**config.mk**
```make
export PLATFORM = sky130hd
export DESIGN_NAME = ibex_hart_power_ctrl_flat
export DESIGN_NICKNAME = d
export VERILOG_FILES = /design/src/rtl/ibex_hart_power_ctrl_if.sv /design/src/rtl/ibex_hart_power_ctrl.sv /design/src/flat_wrapper.sv
export SDC_FILE = /design/constraint.sdc
export NUM_CORES = 1
export LEC_CHECK = 0
export CORE_MARGIN = 2
export CORE_UTILIZATION = 50
export CTS_BUF_LIST = sky130_fd_sc_hd__clkbuf_4
export DETAILED_ROUTE_END_ITERATION = 8
export PLACE_DENSITY = 0.76
export SLEW_MARGIN = 0
export SYNTH_ARGS = -nofsm -noshare
export SYNTH_HDL_FRONTEND = slang
export SYNTH_SLANG_ARGS = --single-unit
```
**constraint.sdc**
```tcl
create_clock -name clk_i -period 2.94 [get_ports clk_i]
set_input_delay 0.588 -clock clk_i [delete_from_list [all_inputs] [get_ports clk_i]]
set_output_delay 0.588 -clock clk_i [all_outputs]
set_load 0.01 [all_outputs]
```
**src/rtl/ibex_hart_power_ctrl_if.sv**
```systemverilog
// ibex_hart_power_ctrl_if: per-hart power-control signal bundle between controller and harts
interface ibex_hart_power_ctrl_if #(parameter int NumHarts = 2);
  logic test_en_i;
  logic alert_clear_i;
  logic [NumHarts-1:0] fetch_enable_i;
  logic [NumHarts-1:0] core_busy_i;
  logic [NumHarts-1:0] irq_pending_i;
  logic [NumHarts-1:0] irq_nm_i;
  logic [NumHarts-1:0] debug_req_i;
  logic [NumHarts-1:0] alert_minor_i;
  logic [NumHarts-1:0] alert_major_i;
  logic [NumHarts-1:0] clock_en_o;
  logic [NumHarts-1:0] core_sleep_o;
  logic [NumHarts-1:0] fetch_enable_o;
  logic [NumHarts-1:0] halted_o;
  logic alert_minor_o;
  logic alert_major_o;
  modport master (
    output test_en_i, alert_clear_i, fetch_enable_i, core_busy_i, irq_pending_i, irq_nm_i,
           debug_req_i, alert_minor_i, alert_major_i,
    input  clock_en_o, core_sleep_o, fetch_enable_o, halted_o, alert_minor_o, alert_major_o
  );
  modport slave (
    input  test_en_i, alert_clear_i, fetch_enable_i, core_busy_i, irq_pending_i, irq_nm_i,
           debug_req_i, alert_minor_i, alert_major_i,
    output clock_en_o, core_sleep_o, fetch_enable_o, halted_o, alert_minor_o, alert_major_o
  );
endinterface

```
**src/rtl/ibex_hart_power_ctrl.sv**
```systemverilog
// ibex_hart_power_ctrl: per-hart run/idle/sleep/wake/halt sequencing with clock-gate control
module ibex_hart_power_ctrl #(
  parameter int NumHarts  = 2,
  parameter int IdleHold  = 3,
  parameter int WakeDelay = 2
) (
  input logic clk_i,
  input logic rst_i,
  ibex_hart_power_ctrl_if.slave bus
);
  typedef enum logic [2:0] {OFF, RUN, IDLE_WAIT, SLEEP, WAKE, HALT} state_e;
  localparam logic [7:0] idle_last = 8'(IdleHold - 1);
  localparam logic [7:0] wake_last = 8'(WakeDelay - 1);
  logic alert_minor_q;
  // minor alerts are aggregated and delayed one cycle, never held
  always_ff @(posedge clk_i or posedge rst_i) begin
    if (rst_i) alert_minor_q <= 1'b0;
    else alert_minor_q <= |bus.alert_minor_i;
  end
  assign bus.alert_minor_o = alert_minor_q;
  assign bus.alert_major_o = |bus.halted_o;
  for (genvar h = 0; h < NumHarts; h++) begin : g_hart
    state_e state, state_nxt;
    logic [7:0] cnt, cnt_nxt;
    logic wake, idle;
    assign wake = bus.irq_pending_i[h] | bus.irq_nm_i[h] | bus.debug_req_i[h];
    assign idle = ~bus.core_busy_i[h] & ~wake;
    // hart state and its dwell counter
    always_ff @(posedge clk_i or posedge rst_i) begin
      if (rst_i) begin
        state <= OFF;
        cnt   <= '0;
      end else begin
        state <= state_nxt;
        cnt   <= cnt_nxt;
      end
    end
    // major alert beats run-request loss, which beats normal sequencing; HALT ignores run-request
    always_comb begin
      state_nxt = state;
      cnt_nxt   = cnt;
      if (bus.alert_major_i[h]) begin
        state_nxt = HALT;
        cnt_nxt   = '0;
      end else if (!bus.fetch_enable_i[h] && state != HALT) begin
        state_nxt = OFF;
        cnt_nxt   = '0;
      end else begin
        case (state)
          OFF: state_nxt = RUN;
          RUN: if (idle) begin
            state_nxt = (IdleHold == 1) ? SLEEP : IDLE_WAIT;
            cnt_nxt   = (IdleHold == 1) ? 8'd0 : 8'd1;
          end
          IDLE_WAIT: begin
            state_nxt = !idle ? RUN : (cnt >= idle_last) ? SLEEP : IDLE_WAIT;
            cnt_nxt   = (!idle || cnt >= idle_last) ? 8'd0 : cnt + 8'd1;
          end
          SLEEP: if (wake) begin
            state_nxt = WAKE;
            cnt_nxt   = '0;
          end
          WAKE: begin
            state_nxt = (cnt >= wake_last) ? RUN : WAKE;
            cnt_nxt   = (cnt >= wake_last) ? 8'd0 : cnt + 8'd1;
          end
          HALT: if (bus.alert_clear_i) begin
            state_nxt = OFF;
            cnt_nxt   = '0;
          end
          default: begin
            state_nxt = OFF;
            cnt_nxt   = '0;
          end
        endcase
      end
    end
    assign bus.clock_en_o[h]     = (state != SLEEP) || bus.test_en_i;
    assign bus.core_sleep_o[h]   = state == SLEEP;
    assign bus.fetch_enable_o[h] = state inside {RUN, IDLE_WAIT, SLEEP, WAKE};
    assign bus.halted_o[h]       = state == HALT;
  end
endmodule

```
**src/flat_wrapper.sv**
```systemverilog
// flat-port wrapper written by rule: the top's interface ports become plain ports
module ibex_hart_power_ctrl_flat 
#(
  parameter int NumHarts  = 2,
  parameter int IdleHold  = 3,
  parameter int WakeDelay = 2
)
  (clk_i, rst_i, bus_test_en_i, bus_alert_clear_i, bus_fetch_enable_i, bus_core_busy_i, bus_irq_pending_i, bus_irq_nm_i, bus_debug_req_i, bus_alert_minor_i, bus_alert_major_i, bus_clock_en_o, bus_core_sleep_o, bus_fetch_enable_o, bus_halted_o, bus_alert_minor_o, bus_alert_major_o);
  ibex_hart_power_ctrl_if #(.NumHarts(NumHarts)) bus_i ();
  input logic clk_i;
  input logic rst_i;
  input wire logic [$bits(bus_i.test_en_i)-1:0] bus_test_en_i;
  input wire logic [$bits(bus_i.alert_clear_i)-1:0] bus_alert_clear_i;
  input wire logic [$bits(bus_i.fetch_enable_i)-1:0] bus_fetch_enable_i;
  input wire logic [$bits(bus_i.core_busy_i)-1:0] bus_core_busy_i;
  input wire logic [$bits(bus_i.irq_pending_i)-1:0] bus_irq_pending_i;
  input wire logic [$bits(bus_i.irq_nm_i)-1:0] bus_irq_nm_i;
  input wire logic [$bits(bus_i.debug_req_i)-1:0] bus_debug_req_i;
  input wire logic [$bits(bus_i.alert_minor_i)-1:0] bus_alert_minor_i;
  input wire logic [$bits(bus_i.alert_major_i)-1:0] bus_alert_major_i;
  output wire logic [$bits(bus_i.clock_en_o)-1:0] bus_clock_en_o;
  output wire logic [$bits(bus_i.core_sleep_o)-1:0] bus_core_sleep_o;
  output wire logic [$bits(bus_i.fetch_enable_o)-1:0] bus_fetch_enable_o;
  output wire logic [$bits(bus_i.halted_o)-1:0] bus_halted_o;
  output wire logic [$bits(bus_i.alert_minor_o)-1:0] bus_alert_minor_o;
  output wire logic [$bits(bus_i.alert_major_o)-1:0] bus_alert_major_o;
  assign bus_i.test_en_i = bus_test_en_i;
  assign bus_i.alert_clear_i = bus_alert_clear_i;
  assign bus_i.fetch_enable_i = bus_fetch_enable_i;
  assign bus_i.core_busy_i = bus_core_busy_i;
  assign bus_i.irq_pending_i = bus_irq_pending_i;
  assign bus_i.irq_nm_i = bus_irq_nm_i;
  assign bus_i.debug_req_i = bus_debug_req_i;
  assign bus_i.alert_minor_i = bus_alert_minor_i;
  assign bus_i.alert_major_i = bus_alert_major_i;
  assign bus_clock_en_o = bus_i.clock_en_o;
  assign bus_core_sleep_o = bus_i.core_sleep_o;
  assign bus_fetch_enable_o = bus_i.fetch_enable_o;
  assign bus_halted_o = bus_i.halted_o;
  assign bus_alert_minor_o = bus_i.alert_minor_o;
  assign bus_alert_major_o = bus_i.alert_major_o;
  ibex_hart_power_ctrl #(.NumHarts(NumHarts), .IdleHold(IdleHold), .WakeDelay(WakeDelay)) u_core (.clk_i(clk_i), .rst_i(rst_i), .bus(bus_i));
endmodule
```
==> results.md, run 1 <==
* Routed wire length at 3.21 mm
* Max-slew headroom at 43.7%
* Crit path max fanout at 8
* Ys async rst share at 100%
* Final setup fails at 0
* Drt pass-1 iters at 4
* Clock share of power at 22.1%
* Worst hold stages at 1
* R2R Path End: u_core.g_hart[1].cnt[5]
* CTS tree: yes
* Post-DR wirelength/cell at 13.4 um
* Vias in the first global route at 1201
* Leakage at 0.797 nW
* Most common cell in the netlist: dfrtp_1
* Clock sink count at 23
* Synth top cells by count: dfrtp_1, nor2_1, inv_1
* Post-route minimum period at 2.51 ns
* Buf/Inv on CP at 1
* IO buf count at 27
* Sequential share of power at 50.5%
* FF-to-FF path depth at 7
* Fmax at 398 MHz
* Tot GR Track Use at 19.6%
* Setup bufs post-CTS at 0
* Post-DP Area at 1890 um2
* CTS Buffer Depth at 2
* Internal power at 0.000482 W
* Finished Core Util at 62.8%
* Dominant cell type by area after synthesis: dfrtp_1
* Clock Skew at 0.00538 ns
* Initial DRC Count at 76
* CP Data Arrival Time at 1.92 ns
* HP Start: u_core.g_hart[1].cnt[7]
* Core ar. at 3050 um2
* Die footprint at 3680 um2
* Root buf cell: clkbuf_4
* Logic pwr share at 27.4%
* Slowest stage delay, CP at 0.50 ns
* Post-synthesis sequential area ratio at 35.9%
* Via count at 1322
* Final Max Slew Viols at 0
* P&R area growth vs syn at 19.4%
* Final Hold Vio Count at 0
* Cts repair resizes at 0
* First-pass GRT wire length at 5.44 mm
* FP Rows at 20
* RD Place Congestion at 0.870
* Chip Width at 60.7 um
* Syn_area_per_cell at 9.39 um2
* Post-route cell area at 1920 um2
* Via-per-instance ratio at 5.51
* Largest net degree at the start of global routing at 24
* Cells after synthesis at 171
* Worst-path clk slew at 0.12 ns
* EDFF count, synth at 0
* Worst hold path class: flop to flop
* Max Cap Viol at 0
* WP data required at 2.35 ns
* Status: complete, no violations
* Crit-path cells: nand3b_1, or2_2, clkdlybuf4s50_1
* Final Power at 0.000686 W
* Number of diodes at 0
* Nets@finish at 223
* Synth top area cells: dfrtp_1, ha_1, nor2_1, inv_1, nand2_1
* Filler cells at 258
* Slew @ Worst Pin at 0.844 ns
* Die Y at 60.7 um
* H-Tree Level Count at 1
* Seq cells post-synth at 23
* Slowest CP cell: dfrtp_1
* Top delay family on crit path: simple AND/OR/NAND/NOR gates
* Worst reg2reg setup slack at 0.90 ns
* Layout cells sized above 1 at 10.7%
* Synthesized cell area at 1610 um2
* Post-route setup TNS at 0 ns
* Synth unique cells at 53
* Hold EP: u_core.g_hart[1].cnt[7]
* Syn Nets at 197
* PwrDens at 358 nW/um2
* # DRC at 0
* Post-route ant nets at 0
* Top-area cell type share of the netlist area at 35.9%
* Synth Warn # at 0
* CP endpoint kind: output port
* Gr ovfl total at 0
* Period utilization at 85.4%
* Critical path class: flop to output port
* Switch share at 29.7%
* Post-synth top flop: dfrtp_1
* Peak VDD IR at 0.195 mV
* Clk_lat worst skew at 0.31 ns
* Sw Pwr at 0.000203 W
* Io pins at 28
* Initial Utilization at 52.6%
* Critical R2R Launch: u_core.g_hart[1].cnt[0]
* Initial antenna violation count at 0
* RSZ-0062 raised after global routing: false
* Number of hold buffers added after CTS at 0
* Post-DP HPWL at 2.49 mm
* Startpoint types: flop
* CTS Buf Count at 3
==> cells in the final DEF (no fill, tap or decap), types with 3 or more instances in the layout <==
cell	synthesis	final
clkbuf_4	0	4
nor2_1	17	17
clkdlybuf4s50_1	0	27
o21a_1	5	5
nor3_1	4	4
nor2b_1	6	6
nor3b_1	3	3
inv_1	13	13
dfrtp_1	23	23
nand2_1	12	12
nand3b_1	3	3
o21ai_0	5	5
nand3_1	5	5
ha_1	8	8
and2_1	6	6
a21oi_1	6	6
or2_2	3	3
==> power groups by stage <==
stage	registers, W	clock network, W	logic, W
6_report	0.000346	0.000152	0.000188
5_1_grt	0.000349	0.000170	0.000207
4_1_cts	0.000346	0.000161	0.000189
3_5_place_dp	0.000352	0	0.000188
3_3_place_gp	0.000351	0	0.000183
2_1_floorplan	0.000336	0	0.000133
==> registers in the layout, indices dropped and copies added, names as in the netlist <==
register and flops:
u_core.bus.alert_minor_o 1, u_core.g_hart.cnt 16, u_core.g_hart.state 6
==> cells by family after synthesis <==
kind of cell	share of synthesized area (%)
mux	1.25
flops	35.9
xor+xnor	1.64
fa+ha+maj	6.86
compound gates	19.6
buf+inv	5.77
simple gates	29.1
==> metal layers <==
| metal | vias up | track usage [%] | part of all wire, % |
|---|---|---|---|
| met5 | - | 0 | 0 |
| met4 | 0 | 6.21 | 1.2 |
| met3 | 5 | 2.99 | 4.9 |
| met2 | 32 | 31.0 | 46 |
| met1 | 631 | 27.7 | 48 |
| li1 | 654 | - | - |
==> worst max-delay path by stage <==
stage                                         start                      end  depth (start not counted)
after detailed placement      bus_fetch_enable_i[1]  u_core.g_hart[1].cnt[5]                          6
final                     u_core.g_hart[0].state[2]        bus_clock_en_o[0]                          3
after global routing      u_core.g_hart[0].state[2]        bus_clock_en_o[0]                          3
after CTS                 u_core.g_hart[0].state[2]        bus_clock_en_o[0]                          3
after floorplan                  bus_debug_req_i[0]  u_core.g_hart[0].cnt[2]                          5
after global placement           bus_debug_req_i[0]  u_core.g_hart[0].cnt[5]                          6
==> cell type report <==
class                   count  area (um2)  share of cell area, %
well taps                  44        55.1                   2.87
repair buffers             27         270                   14.1
multi-input cells         129         937                   48.9
inverters                  13        48.8                   2.55
flip-flops and latches     23         576                   30.0
clock buffers               4        30.0                   1.57
==> worst reg2reg max path, stage by stage (launching register included) <==
cell and delay, ns:
dfrtp_1 0.50, inv_1 0.10, ha_1 0.22, nor4b_2 0.31, a31oi_1 0.13, or4_4 0.47, nand2b_2 0.12, o21a_1 0.13
==> stage by stage <==
step | hold WS [ns] | std cells | worst slack (ns)
floorplan | 0.454 | 171 | 1.16
global placement | 0.474 | 236 | 0.563
detailed placement | 0.479 | 236 | 0.514
CTS | 0.510 | 240 | 0.406
global route | 0.521 | 240 | 0.317
finish | 0.512 | 240 | 0.428
Note: power is estimated with default switching activity, not from simulation.
==> run 2: changes to the inputs <==
Settings changed: CORE_UTILIZATION 50 to 45, GPL_TIMING_DRIVEN from default to 0, PLACE_DENSITY 0.76 to 0.7, SLEW_MARGIN 0 to default.
==> results.md, run 2 (same netlist as run 1, synthesis figures left out) <==
* Clock Skew at 0.00479 ns (was 0.00538 ns)
* RSZ-0062 raised after global routing: false (unchanged)
* Most Crowded Layer GR: met2 (unchanged)
* Setup bufs post-CTS at 0 (unchanged)
* Crit path max fanout at 8 (unchanged)
* Placed cell count at 244 (was 236)
* CTS tree: yes (unchanged)
* Largest net degree at the start of global routing at 24 (unchanged)
* Period utilization at 84.7% (was 85.4%)
* Critical R2R Launch: u_core.g_hart[1].cnt[0] (unchanged)
* Number of hold buffers added after CTS at 0 (unchanged)
* Area of the multi-input gates at 937 um2 (unchanged)
* R2R Path End: u_core.g_hart[1].cnt[5] (unchanged)
* # DRC at 0 (unchanged)
* Drt pass-1 iters at 4 (unchanged)
* Post-DP HPWL at 2.59 mm (was 2.49 mm)
* M3 GR Usage at 2.68% (was 2.99%)
* Root buf cell: clkbuf_4 (unchanged)
* Commonest non-fill, non-tap cell in the layout: clkdlybuf4s50_1 (unchanged)
* Final setup fails at 0 (unchanged)
* Critical path class: flop to output port (unchanged)
* Worst-path clk slew at 0.13 ns (was 0.12 ns)
* H-Tree Level Count at 1 (unchanged)
* Status: complete, no violations (unchanged)
* Number of diodes at 0 (unchanged)
* RD Place Congestion at 0.929 (was 0.870)
* Filler cells at 302 (was 258)
* CP Data Arrival Time at 1.90 ns (was 1.92 ns)
* Most frequent cells in the layout: clkdlybuf4s50_1, dfrtp_1, nor2_1, inv_1, nand2_1 (unchanged)
* Max Cap Viol at 0 (unchanged)
* Chip Width at 63.7 um (was 60.7 um)
* Max reg flops at 16 (unchanged)
* Worst reg2reg setup slack at 0.93 ns (was 0.90 ns)
* CP endpoint: bus_clock_en_o[0] (unchanged)
* FP Rows at 21 (was 20)
* CP endpoint kind: output port (unchanged)
* Most flop-heavy register: u_core.g_hart.cnt (unchanged)
* Initial Utilization at 47.4% (was 52.6%)
* P&R area growth vs syn at 22.1% (was 19.4%)
* IO buf count at 27 (unchanged)
* Leakage at 0.827 nW (was 0.797 nW)
* Initial antenna violation count at 0 (unchanged)
* Core ar. at 3390 um2 (was 3050 um2)
* Worst hold path class: flop to flop (unchanged)
* Routed wire length at 3.34 mm (was 3.21 mm)
* Crit path from: u_core.g_hart[0].state[2] (unchanged)
* WP data required at 2.35 ns (about the same)
* Clk_lat worst skew at 0.31 ns (about the same)
* Peak VDD IR at 0.200 mV (was 0.195 mV)
* Final Hold Vio Count at 0 (unchanged)
* Die Y at 63.7 um (was 60.7 um)
* Max-slew headroom at 39.4% (was 43.7%)
* Via count at 1336 (was 1322)
* Io pins at 28 (unchanged)
* Fmax at 401 MHz (was 398 MHz)
* FF-to-FF path depth at 7 (unchanged)
* Clock sink count at 23 (unchanged)
* CTS Buffer Depth at 2 (unchanged)
* First-pass GRT wire length at 5.63 mm (was 5.44 mm)
* Nets@finish at 229 (was 223)
* Post-route minimum period at 2.49 ns (was 2.51 ns)
* Via-per-instance ratio at 5.39 (was 5.51)
* Post-route ant nets at 0 (unchanged)
* PwrDens at 353 nW/um2 (was 358 nW/um2)
* Initial DRC Count at 62 (was 76)
* Final Max Slew Viols at 0 (unchanged)
* Layout cells sized above 1 at 13.4% (was 10.7%)
* Die footprint at 4060 um2 (was 3680 um2)
* Gr ovfl total at 0 (unchanged)
* GR Layer Usage met1 at 22.9% (was 27.7%)
* Startpoint types: flop (unchanged)
* Post-route setup TNS at 0 ns (unchanged)
* Post-DR wirelength/cell at 13.5 um (was 13.4 um)
* M2 GR Usage at 28.6% (was 31.0%)
* Cts repair resizes at 0 (unchanged)
* Vias in the first global route at 1295 (was 1201)
* Slew @ Worst Pin at 0.907 ns (was 0.844 ns)
* Tot GR Track Use at 17.3% (was 19.6%)
* Area of all sequential standard cells at 576 um2 (unchanged)
* CTS Buf Count at 3 (unchanged)
* Final Non-Filler Cells at 248 (was 240)
==> run 2: cell count changes in the layout (fill, tap and decap cells not counted) <==
cell / change
buf_2: +2
buf_4: +3
buf_6: +1
clkbuf_4: -1
clkinv_2: +1
==> run 2: per-layer routing <==
layer  routed length (um)  share of wire, %
met5                    0                 0
met4                   39               1.2
met3                  168               5.0
met2                 1540                46
met1                 1590                48
==> run 2: worst min-delay path by stage <==
stage	to	start	depth (start not counted)
floorplan	u_core.g_hart[0].cnt[6]	u_core.g_hart[0].cnt[6]	1
global placement	u_core.g_hart[1].cnt[7]	u_core.g_hart[1].cnt[7]	1
detailed placement	u_core.g_hart[1].cnt[7]	u_core.g_hart[1].cnt[7]	1
CTS	u_core.g_hart[1].cnt[7]	u_core.g_hart[1].cnt[7]	1
global route	u_core.g_hart[1].cnt[6]	u_core.g_hart[1].cnt[6]	1
finish	u_core.g_hart[1].cnt[7]	u_core.g_hart[1].cnt[7]	1
==> run 2: final cells by class <==
type,instances,share of cell area [%]
Sequential cell,23,29.4
Multi-Input combinational cell,129,47.8
Inverter,13,2.49
Clock inverter,1,0.255
Buffer,6,2.23
Clock buffer,3,1.15
Timing Repair Buffer,27,13.8
Tap cell,46,2.94
==> run 2: where the power goes <==
part	internal [W]	switching [W]
Combinational	0.000103	0.000111
Clock	0.0000508	0.0000966
Sequential	0.000325	0.00000592
==> run 2: through the flow <==
stage / setup WS (ns) / utilization (%) / power, W / hold WS, ns / cell area (um2)
3_3_place_gp: 0.557 / 57.0 / 0.000545 / 0.472 / 1930
2_1_floorplan: 1.16 / - / 0.000469 / 0.454 / 1610
3_5_place_dp: 0.499 / 57.0 / 0.000551 / 0.476 / 1930
4_1_cts: 0.437 / 57.8 / 0.000704 / 0.510 / 1960
6_report: 0.449 / 57.8 / 0.000693 / 0.503 / 1960
5_1_grt: 0.359 / 57.8 / 0.000734 / 0.530 / 1960
==> run 2: critical path: stages, from the launching register on <==
cell and delay (ns):
dfrtp_1 0.38, buf_2 0.17, nand3b_1 0.26, or2_2 0.31, clkdlybuf4s50_1 0.47
